--- src/rtl/leddc_pkg.sv ---
// Shared types and widths for the LEDDC serial feeder and its bench monitor.
package leddc_pkg;

  localparam int unsigned WORD_W    = 16;
  localparam int unsigned BIT_CNT_W = 4;

  typedef logic [WORD_W-1:0] word_t;

  typedef enum logic [1:0] {
    IDLE  = 2'd0,
    SHIFT = 2'd1,
    GAP   = 2'd2
  } feeder_state_t;

endpackage

--- src/rtl/leddc_word_fifo.sv ---
// Small synchronous word FIFO; the head word is presented straight from the storage flops.
module leddc_word_fifo
  import leddc_pkg::*;
#(
  parameter int unsigned DEPTH = 4
) (
  input  logic  clk,
  input  logic  rst_n,
  input  logic  push,
  input  word_t push_data,
  input  logic  pop,
  output word_t pop_data,
  output logic  full,
  output logic  empty
);

  localparam int unsigned PTR_W = (DEPTH > 1) ? $clog2(DEPTH) : 1;
  localparam int unsigned CNT_W = PTR_W + 1;

  word_t            mem [DEPTH];
  logic [PTR_W-1:0] wr_ptr;
  logic [PTR_W-1:0] rd_ptr;
  logic [CNT_W-1:0] count;
  logic             do_push;
  logic             do_pop;

  assign full     = (count == CNT_W'(DEPTH));
  assign empty    = (count == '0);
  // A full FIFO refuses the push even when a pop frees a slot in the same cycle.
  assign do_push  = push && !full;
  assign do_pop   = pop && !empty;
  assign pop_data = mem[rd_ptr];

  always_ff @(posedge clk or negedge rst_n) begin
    if (!rst_n) begin
      wr_ptr <= '0;
      rd_ptr <= '0;
      count  <= '0;
    end else begin
      if (do_push) wr_ptr <= wr_ptr + PTR_W'(1);
      if (do_pop)  rd_ptr <= rd_ptr + PTR_W'(1);
      count <= count + CNT_W'(do_push) - CNT_W'(do_pop);
    end
  end

  always_ff @(posedge clk or negedge rst_n) begin
    if (!rst_n) begin
      for (int unsigned i = 0; i < DEPTH; i++) mem[i] <= '0;
    end else if (do_push) begin
      mem[wr_ptr] <= push_data;
    end
  end

endmodule

--- src/rtl/leddc_feeder.sv ---
// Feeds 16-bit grayscale words LSB-first onto the LED driver's DCK/DAI/DEN port,
// with a one-DCK-period DEN-low gap after every frame.
module leddc_feeder
  import leddc_pkg::*;
#(
  parameter int unsigned WORDS_PER_FRAME = 256,
  parameter int unsigned DCK_DIV         = 2,
  parameter int unsigned FIFO_DEPTH      = 4
) (
  input  logic                               CLK,
  input  logic                               rst_n,
  input  logic [WORD_W-1:0]                  in_data,
  input  logic                               in_valid,
  output logic                               in_ready,
  output logic                               DCK,
  output logic                               DAI,
  output logic                               DEN,
  output logic                               busy,
  output logic                               frame_done,
  output logic [$clog2(WORDS_PER_FRAME)-1:0] word_cnt
);

  localparam int unsigned DIV_W = (DCK_DIV > 1) ? $clog2(DCK_DIV) : 1;
  localparam int unsigned WC_W  = $clog2(WORDS_PER_FRAME);

  logic [DIV_W-1:0]     div_cnt;
  logic                 dck_toggle_c;
  logic                 fall_slot_c;

  feeder_state_t        state;
  feeder_state_t        state_n;
  word_t                shreg;
  word_t                shreg_n;
  logic [BIT_CNT_W-1:0] bit_cnt;
  logic [BIT_CNT_W-1:0] bit_cnt_n;
  logic [BIT_CNT_W-1:0] bit_nxt;
  logic [WC_W-1:0]      word_cnt_n;
  logic                 dai_n;
  logic                 den_n;
  logic                 frame_done_n;
  logic                 last_bit;
  logic                 last_word;

  logic                 fifo_pop;
  logic                 fifo_full;
  logic                 fifo_empty;
  word_t                fifo_head;

  leddc_word_fifo #(
    .DEPTH(FIFO_DEPTH)
  ) u_fifo (
    .clk      (CLK),
    .rst_n    (rst_n),
    .push     (in_valid),
    .push_data(in_data),
    .pop      (fifo_pop),
    .pop_data (fifo_head),
    .full     (fifo_full),
    .empty    (fifo_empty)
  );

  assign in_ready = !fifo_full;
  assign busy     = !fifo_empty || (state == SHIFT);

  // Free-running DCK divider; DAI/DEN only move on the edge that drops DCK.
  assign dck_toggle_c = (div_cnt == DIV_W'(DCK_DIV - 1));
  assign fall_slot_c  = dck_toggle_c && DCK;

  always_ff @(posedge CLK or negedge rst_n) begin
    if (!rst_n) begin
      div_cnt <= '0;
      DCK     <= 1'b0;
    end else if (dck_toggle_c) begin
      div_cnt <= '0;
      DCK     <= ~DCK;
    end else begin
      div_cnt <= div_cnt + DIV_W'(1);
    end
  end

  always_comb begin
    state_n      = state;
    shreg_n      = shreg;
    bit_cnt_n    = bit_cnt;
    word_cnt_n   = word_cnt;
    dai_n        = DAI;
    den_n        = DEN;
    frame_done_n = 1'b0;
    fifo_pop     = 1'b0;
    bit_nxt      = bit_cnt + BIT_CNT_W'(1);
    last_bit     = (bit_cnt == BIT_CNT_W'(WORD_W - 1));
    last_word    = (word_cnt == WC_W'(WORDS_PER_FRAME - 1));

    if (fall_slot_c) begin
      unique case (state)
        // The fall slot that closes the frame gap is also the first chance to
        // start the next word, so the gap lasts exactly one DCK period.
        IDLE, GAP: begin
          state_n = IDLE;
          dai_n   = 1'b0;
          den_n   = 1'b0;
          if (!fifo_empty) begin
            fifo_pop  = 1'b1;
            shreg_n   = fifo_head;
            dai_n     = fifo_head[0];
            den_n     = 1'b1;
            bit_cnt_n = '0;
            state_n   = SHIFT;
          end
        end
        SHIFT: begin
          if (!last_bit) begin
            bit_cnt_n = bit_nxt;
            dai_n     = shreg[bit_nxt];
          end else if (last_word) begin
            word_cnt_n   = '0;
            frame_done_n = 1'b1;
            dai_n        = 1'b0;
            den_n        = 1'b0;
            state_n      = GAP;
          end else begin
            word_cnt_n = word_cnt + WC_W'(1);
            if (!fifo_empty) begin
              fifo_pop  = 1'b1;
              shreg_n   = fifo_head;
              dai_n     = fifo_head[0];
              bit_cnt_n = '0;
            end else begin
              dai_n   = 1'b0;
              den_n   = 1'b0;
              state_n = IDLE;
            end
          end
        end
        default: state_n = IDLE;
      endcase
    end
  end

  always_ff @(posedge CLK or negedge rst_n) begin
    if (!rst_n) begin
      state      <= IDLE;
      shreg      <= '0;
      bit_cnt    <= '0;
      word_cnt   <= '0;
      DAI        <= 1'b0;
      DEN        <= 1'b0;
      frame_done <= 1'b0;
    end else begin
      state      <= state_n;
      shreg      <= shreg_n;
      bit_cnt    <= bit_cnt_n;
      word_cnt   <= word_cnt_n;
      DAI        <= dai_n;
      DEN        <= den_n;
      frame_done <= frame_done_n;
    end
  end

endmodule

--- config.mk ---
export PLATFORM = sky130hd
export DESIGN_NAME = leddc_feeder
export DESIGN_NICKNAME = d
export VERILOG_FILES = /design/src/rtl/leddc_pkg.sv /design/src/rtl/leddc_word_fifo.sv /design/src/rtl/leddc_feeder.sv
export SDC_FILE = /design/constraint.sdc
export NUM_CORES = 1
export LEC_CHECK = 0
export BUFFER_PORTS_ARGS = -buffer_cell sky130_fd_sc_hd__buf_2
export CAP_MARGIN = 20
export CORE_UTILIZATION = 25
export DETAILED_ROUTE_END_ITERATION = 8
export HOLD_SLACK_MARGIN = 0.05
export PLACE_DENSITY = 0.46
export SYNTH_ARGS = -nofsm -noshare
export SYNTH_HDL_FRONTEND = slang
export SYNTH_SLANG_ARGS = --single-unit
--- constraint.sdc ---
create_clock -name CLK -period 7.47 [get_ports CLK]
set_input_delay 1.494 -clock CLK [delete_from_list [all_inputs] [get_ports CLK]]
set_output_delay 1.494 -clock CLK [all_outputs]
set_load 0.01 [all_outputs]
==> flow_metrics.tcl, run 1 <==
set metrics [dict create \
    outcome "complete, no violations" \
    core_area_um2 18800 \
    cts-hold-fix-buffers 0 \
    n_antenna_cell 0 \
    leakage_nw 2.34 \
    die_w_um 141 \
    fillers 1920 \
    clock_path_buffers 2 \
    final_nets 389 \
    ioPinCount 33 \
    cp-startpoint "u_fifo.count[1]" \
    yosysWarnings 0 \
    grtUsageTotal_pct 10.7 \
    critPathSlowestCell "nor3_1" \
    io_buffers 32 \
    syn_area_um2 4820 \
    drtIter0Drc 106 \
    ys_ff_latch 106 \
    tns_ns 0 \
    die_area_um2 19800 \
    fin_crit_sh_pct 43.7 \
    start_kind "register" \
    switching_power_mw 0.493 \
    area_delta_synth_final_pct 14.8 \
    synth_top_area_share_pct 55.0 \
    start_util_pct 25.6 \
    cts.clk_slew.worst_paths_ns 0.07 \
    grt_start_max_net_pins 66 \
    cts_made_buffers 9 \
    cp.buffers_inverters 1 \
    min_path_type "reg -> reg" \
    clock_latency_ns 0.35 \
    final_hold_viol_count 0 \
    first_global_vias 2900 \
    design_area_um2 5540 \
    cap_violations 0 \
    syn_nets 357 \
    finalWorstSetupSlack_ns 4.20 \
    ir_worst_vdd_mv 0.110 \
    cts_resized 0 \
    p_sw_share_pct 27.8 \
    gp_congestion 0.729 \
    wl_per_cell_um 15.6 \
    placed_area_um2 5260 \
    antenna_found_initial 0 \
    grt_pass1_wl_um 16000 \
    cts_tree "yes" \
    critical_path.endpoint_type "primary output" \
    cell_internal_pwr_mw 1.28 \
    power_mw 1.78 \
    power_density_nw_per_um2 321 \
    ys_seq_area_share_pct 55.0 \
    avgSynthCellArea_um2 14.7 \
    clock.fmax_ghz 0.306 \
    synth_cells 329 \
    critPathMaxStageDelay_ns 0.77 \
    place_ws_ns 4.16 \
    cts-root-buf "clkbuf_16" \
    die-height_um 141 \
    rsz0062_at_grt "no" \
    relSlewSlack_pct 32.7 \
    clockPowerShare_pct 26.4 \
    ys_types 40 \
    sequentialPowerShare_pct 48.9 \
    path_max_fanout 7 \
    synth_most_common_cell "dfrtp_1" \
    cp.arrival_ns 1.77 \
    yosysTopAreaCell "dfrtp_1" \
    rrSetupSlack_ns 4.21 \
    fin_crit_ns 3.27 \
    critical_path.top_delay_family "simple AND/OR/NAND/NOR gates" \
    drt-total-wl_um 9720 \
    cts_sinks 106 \
    vias 2731 \
    slew_viol_final 0 \
    dpl.hpwl_um 6240 \
    hold_start "dck_toggle_c" \
    crit_chain "nor3_1, nand2_1, buf_2" \
    tightestPinTransition_ns 1.01 \
    layout-drive-gt1-share_pct 22.5 \
    vias_per_cell 4.38 \
    synth-edff-count 0 \
    setup_viol 0 \
    rr_startpoint "bit_cnt[0]" \
    path_class "reg -> out" \
    yosys-top-cells-count "dfrtp_1 (106), mux2_1 (70), mux4_2 (20), nand2_1 (20), o21ai_1 (11)" \
    drc 0 \
    ant_nets 0 \
    fin_worst_skew_ns 0.00873 \
    p_comb_share_pct 24.6 \
    grt_overflow 0 \
    post_cts_buffers 0 \
    async_reset_ff_share_pct 100 \
    num_rows 50 \
    first_pass_iters 4 \
    synth_area_leaders "dfrtp_1 (55%), mux2_1 (16%), mux4_2 (9.3%)" \
    required_ns 5.98 \
    timing.hold.ws_ns 0.465 \
    htree_levels 3 \
    synthFlopType "dfrtp_1" \
]
## state kept, by name, indices dropped and copies added, names as in the netlist
register	count
u_fifo.mem	64
DAI	1
frame_done	1
bit_cnt	4
u_fifo.wr_ptr	2
u_fifo.count	3
dck_toggle_c	1
DCK	1
DEN	1
shreg	16
u_fifo.rd_ptr	2
word_cnt	8
state	2
## logic make-up (layout without fill, tap and decap cells)
logic type | count (synthesis) | in the layout | share of synthesized area (%)
AND/OR/NAND/NOR | 46 | 46 | 4.59
buffers and inverters | 24 | 59 | 2.52
AO/OA/AOI/OAI | 31 | 31 | 4.15
XOR/XNOR | 11 | 11 | 2.00
adder cells (fa/ha/maj) | 9 | 9 | 2.49
flip-flops | 106 | 106 | 55.0
multiplexers | 102 | 102 | 29.2
## final timing paths
check	endpoint	depth (start not counted)
setup / recovery	busy	3
hold / removal	dck_toggle_c	1
setup reg to reg	u_fifo.count[2]	11
hold reg to reg	dck_toggle_c	1
max in group asynchronous	u_fifo.mem[45]	2
min in group asynchronous	word_cnt[3]	1
## layout make-up
class                      instances  area (um^2)  area share [%]
multi-input combinational        199         2050            37.1
timing repair buffer              35          185            3.34
inverter                          10         37.5           0.678
sequential                       106         2650            47.9
clock inverter                     4         52.6           0.949
clock buffer                      10          229            4.14
tap                              260          325            5.88
## stage by stage
| stage | utilization, % | cells |
|---|---|---|
| detailed placement | 27.9 | 610 |
| global placement | 27.9 | 610 |
| finish | 29.4 | 624 |
| floorplan | - | 329 |
| global route | 29.4 | 624 |
| CTS | 29.4 | 624 |
## placed cells by master (no fill, tap or decap), types with 2 or more instances in the layout
cell type  instances
clkbuf_16          9
xor2_1             4
ha_1               8
o31ai_1            2
nor2_1             6
nand4_1            2
a21oi_1            4
mux2_4            10
mux2_1            70
o21ai_1           11
nand2b_1           2
xnor2_1            7
nand3_1            6
o21ai_0            3
nor3_1             2
mux2i_1            2
and2_1             2
mux4_2            20
inv_1              9
buf_2             31
nand2_1           20
a211o_1            2
a21o_1             2
buf_4              4
dfrtp_1          106
## power by group through the flow
stage	sequential, mW	combinational (mW)	clock, mW
CTS	0.871	0.453	0.490
global placement	0.875	0.434	0
detailed placement	0.882	0.453	0
floorplan	0.850	0.350	0
global route	0.897	0.488	0.510
finish	0.869	0.437	0.470
## worst register-to-register path, stage by stage (launching register included)
cell,delay (ns)
dfrtp_1,0.58
ha_1,0.30
nand3_1,0.21
a211o_1,0.37
a211oi_4,0.23
buf_4,0.34
ha_1,0.19
inv_1,0.04
ha_1,0.19
fa_1,0.39
xnor2_1,0.18
xnor2_1,0.15
## layer usage
layer / vias up / share of wire (%) / global-route usage (%)
met5: - / 0 / 0
met4: 0 / 1.5 / 3.60
met3: 11 / 3.6 / 3.43
met2: 38 / 47 / 17.2
met1: 1425 / 48 / 13.5
li1: 1257 / - / -
Power figures use the tool's default switching activity.
==> inputs of run 2 (changes only) <==
Settings changed: PLACE_DENSITY 0.46 to 0.47.
Clock period 7.47 ns to 2.8 ns, I/O delays scaled along.
==> run 2 against run 1 <==
  * Combinational power grew to 2.7 times the previous value
  * Critical path depth is 7 higher
  * Sequential share of layout area is 1.2 points lower
  * Total power grew to 2.8 times the previous value
  * Non-clock buffer count is 9 higher
==> flow_metrics.tcl, run 2 (synthesis gave the netlist of run 1 again) <==
set metrics [dict create \
    layout-drive-gt1-share_pct 24.9 \
    clock_latency_ns 0.35 \
    crit_top_cell "ha_1" \
    tightestPinTransition_ns 0.640 \
    die_area_um2 19800 \
    placed_area_um2 5340 \
    dpl.hpwl_um 6460 \
    dpl.cell_count 619 \
    switching_power_mw 1.33 \
    area_delta_synth_final_pct 17.7 \
    grt_overflow 0 \
    relSlewSlack_pct 57.3 \
    setup_viol 0 \
    ir_worst_vdd_mv 0.376 \
    ant_nets 0 \
    leakage_nw 2.41 \
    clock_path_buffers 2 \
    outcome "complete, no violations" \
    crit_chain "ha_1, and3_1, a211o_1, a211oi_4, ha_1, inv_1, ha_1, fa_1, xnor2_1, xnor2_1" \
    drc 0 \
    fillers 1923 \
    grtUsageTotal_pct 11.0 \
    gr-usage-met3_pct 3.19 \
    fin_crit_sh_pct 94.4 \
    critical_path.top_delay_family "adder cells" \
    design_area_um2 5670 \
    antenna_found_initial 0 \
    clockPowerShare_pct 28.9 \
    num_rows 50 \
    sequentialPowerShare_pct 47.0 \
    path_class "reg -> reg" \
    wl_per_cell_um 15.3 \
    largestRegisters "u_fifo.mem: 64 flops, shreg: 16 flops, word_cnt: 8 flops" \
    core_area_um2 18800 \
    gp_congestion 0.745 \
    largest_register "u_fifo.mem" \
    p_sw_share_pct 26.8 \
    power_density_nw_per_um2 874 \
    required_ns 3.07 \
    grt_start_max_net_pins 62 \
    cts-root-buf "clkbuf_16" \
    p_comb_share_pct 24.1 \
    use_met1_pct 14.2 \
    largest_reg_flops 64 \
    final_common_cell "dfrtp_1" \
    utilization_pct 30.1 \
    ioPinCount 33 \
    cts_resized 0 \
    first_pass_iters 5 \
    start_kind "register" \
    cap_violations 0 \
    clock.fmax_ghz 0.378 \
    grt_pass1_wl_um 16500 \
    cts_sinks 106 \
    die-height_um 141 \
    cp.buffers_inverters 1 \
    timing.hold.ws_ns 0.225 \
    tns_ns 0 \
    cts_made_buffers 9 \
    rsz0062_at_grt "no" \
    critPathSlowestCell "dfrtp_1" \
    vias 2759 \
    post_cts_buffers 0 \
    final_hold_viol_count 0 \
    drtIter0Drc 117 \
    slew_viol_final 0 \
    cts-hold-fix-buffers 0 \
    start_util_pct 25.6 \
    vias_per_cell 4.35 \
    fin_crit_ns 2.64 \
    min_path_type "in -> async" \
    drt-total-wl_um 9700 \
    cell_internal_pwr_mw 3.63 \
    fin_cells 634 \
    io_buffers 32 \
    n_antenna_cell 0 \
    first_global_vias 2993 \
    grt_busiest_layer "met2" \
    grtUsageMet2_pct 17.6 \
    cp.arrival_ns 2.91 \
    htree_levels 3 \
    critical_path.endpoint_type "register" \
    cts_tree "yes" \
    die_w_um 141 \
    final_nets 398 \
    fin_worst_skew_ns 0.00618 \
    path_max_fanout 6 \
    critPathMaxStageDelay_ns 0.44 \
    final_cell_mix "dfrtp_1 (106), mux2_1 (70), buf_2 (31)" \
    cts.clk_slew.worst_paths_ns 0.07 \
]
-- run 2: cell count changes in the layout (fill, tap and decap cells not counted), sizes merged --
cell      before  now
buf           35   44
bufinv         1    3
clkbuf        10    9
clkinv         2    1
clkinvlp       0    1
-- run 2: final timing paths --
check	startpoint	endpoint	slack, ns	cells after the start
hold reg to reg	dck_toggle_c	dck_toggle_c	0.47	1
max in group asynchronous	rst_n	u_fifo.mem[56]	1.83	2
hold / removal	rst_n	word_cnt[4]	0.22	1
setup reg to reg	word_cnt[0]	u_fifo.count[2]	0.16	10
min in group CLK	in_data[10]	u_fifo.mem[58]	0.46	2
setup / recovery	word_cnt[0]	u_fifo.count[2]	0.16	10
-- run 2: power by group through the flow --
stage                     logic [mW]  clock network [mW]  registers [mW]
after global routing            1.34                1.54            2.41
after global placement          1.19                   0            2.33
after detailed placement        1.23                   0            2.37
final                           1.19                1.43            2.33
after CTS                       1.23                1.49            2.34
after floorplan                0.933                   0            2.27
-- run 2: area by class of cell --
type,instances,area (um^2),area share (%)
Clock buffer,9,225,3.97
Clock inverter,6,114,2.01
Inverter,10,37.5,0.662
Multi-Input combinational cell,199,2050,36.2
Sequential cell,106,2650,46.7
Tap cell,260,325,5.73
Timing Repair Buffer,44,265,4.67
-- run 2: per-layer routing --
layer / routed length (um) / up-vias
met5: 0 / -
met4: 136 / 0
met3: 291 / 7
met2: 4650 / 37
met1: 4630 / 1437
li1: - / 1278
-- run 2: metrics by stage --
step / setup WS, ns / power, mW
6_report: 0.156 / 4.96
3_5_place_dp: 0.177 / 3.60
3_3_place_gp: 0.228 / 3.52
2_1_floorplan: 0.0710 / 3.20
4_1_cts: 0.138 / 5.06
5_1_grt: 0.00891 / 5.29
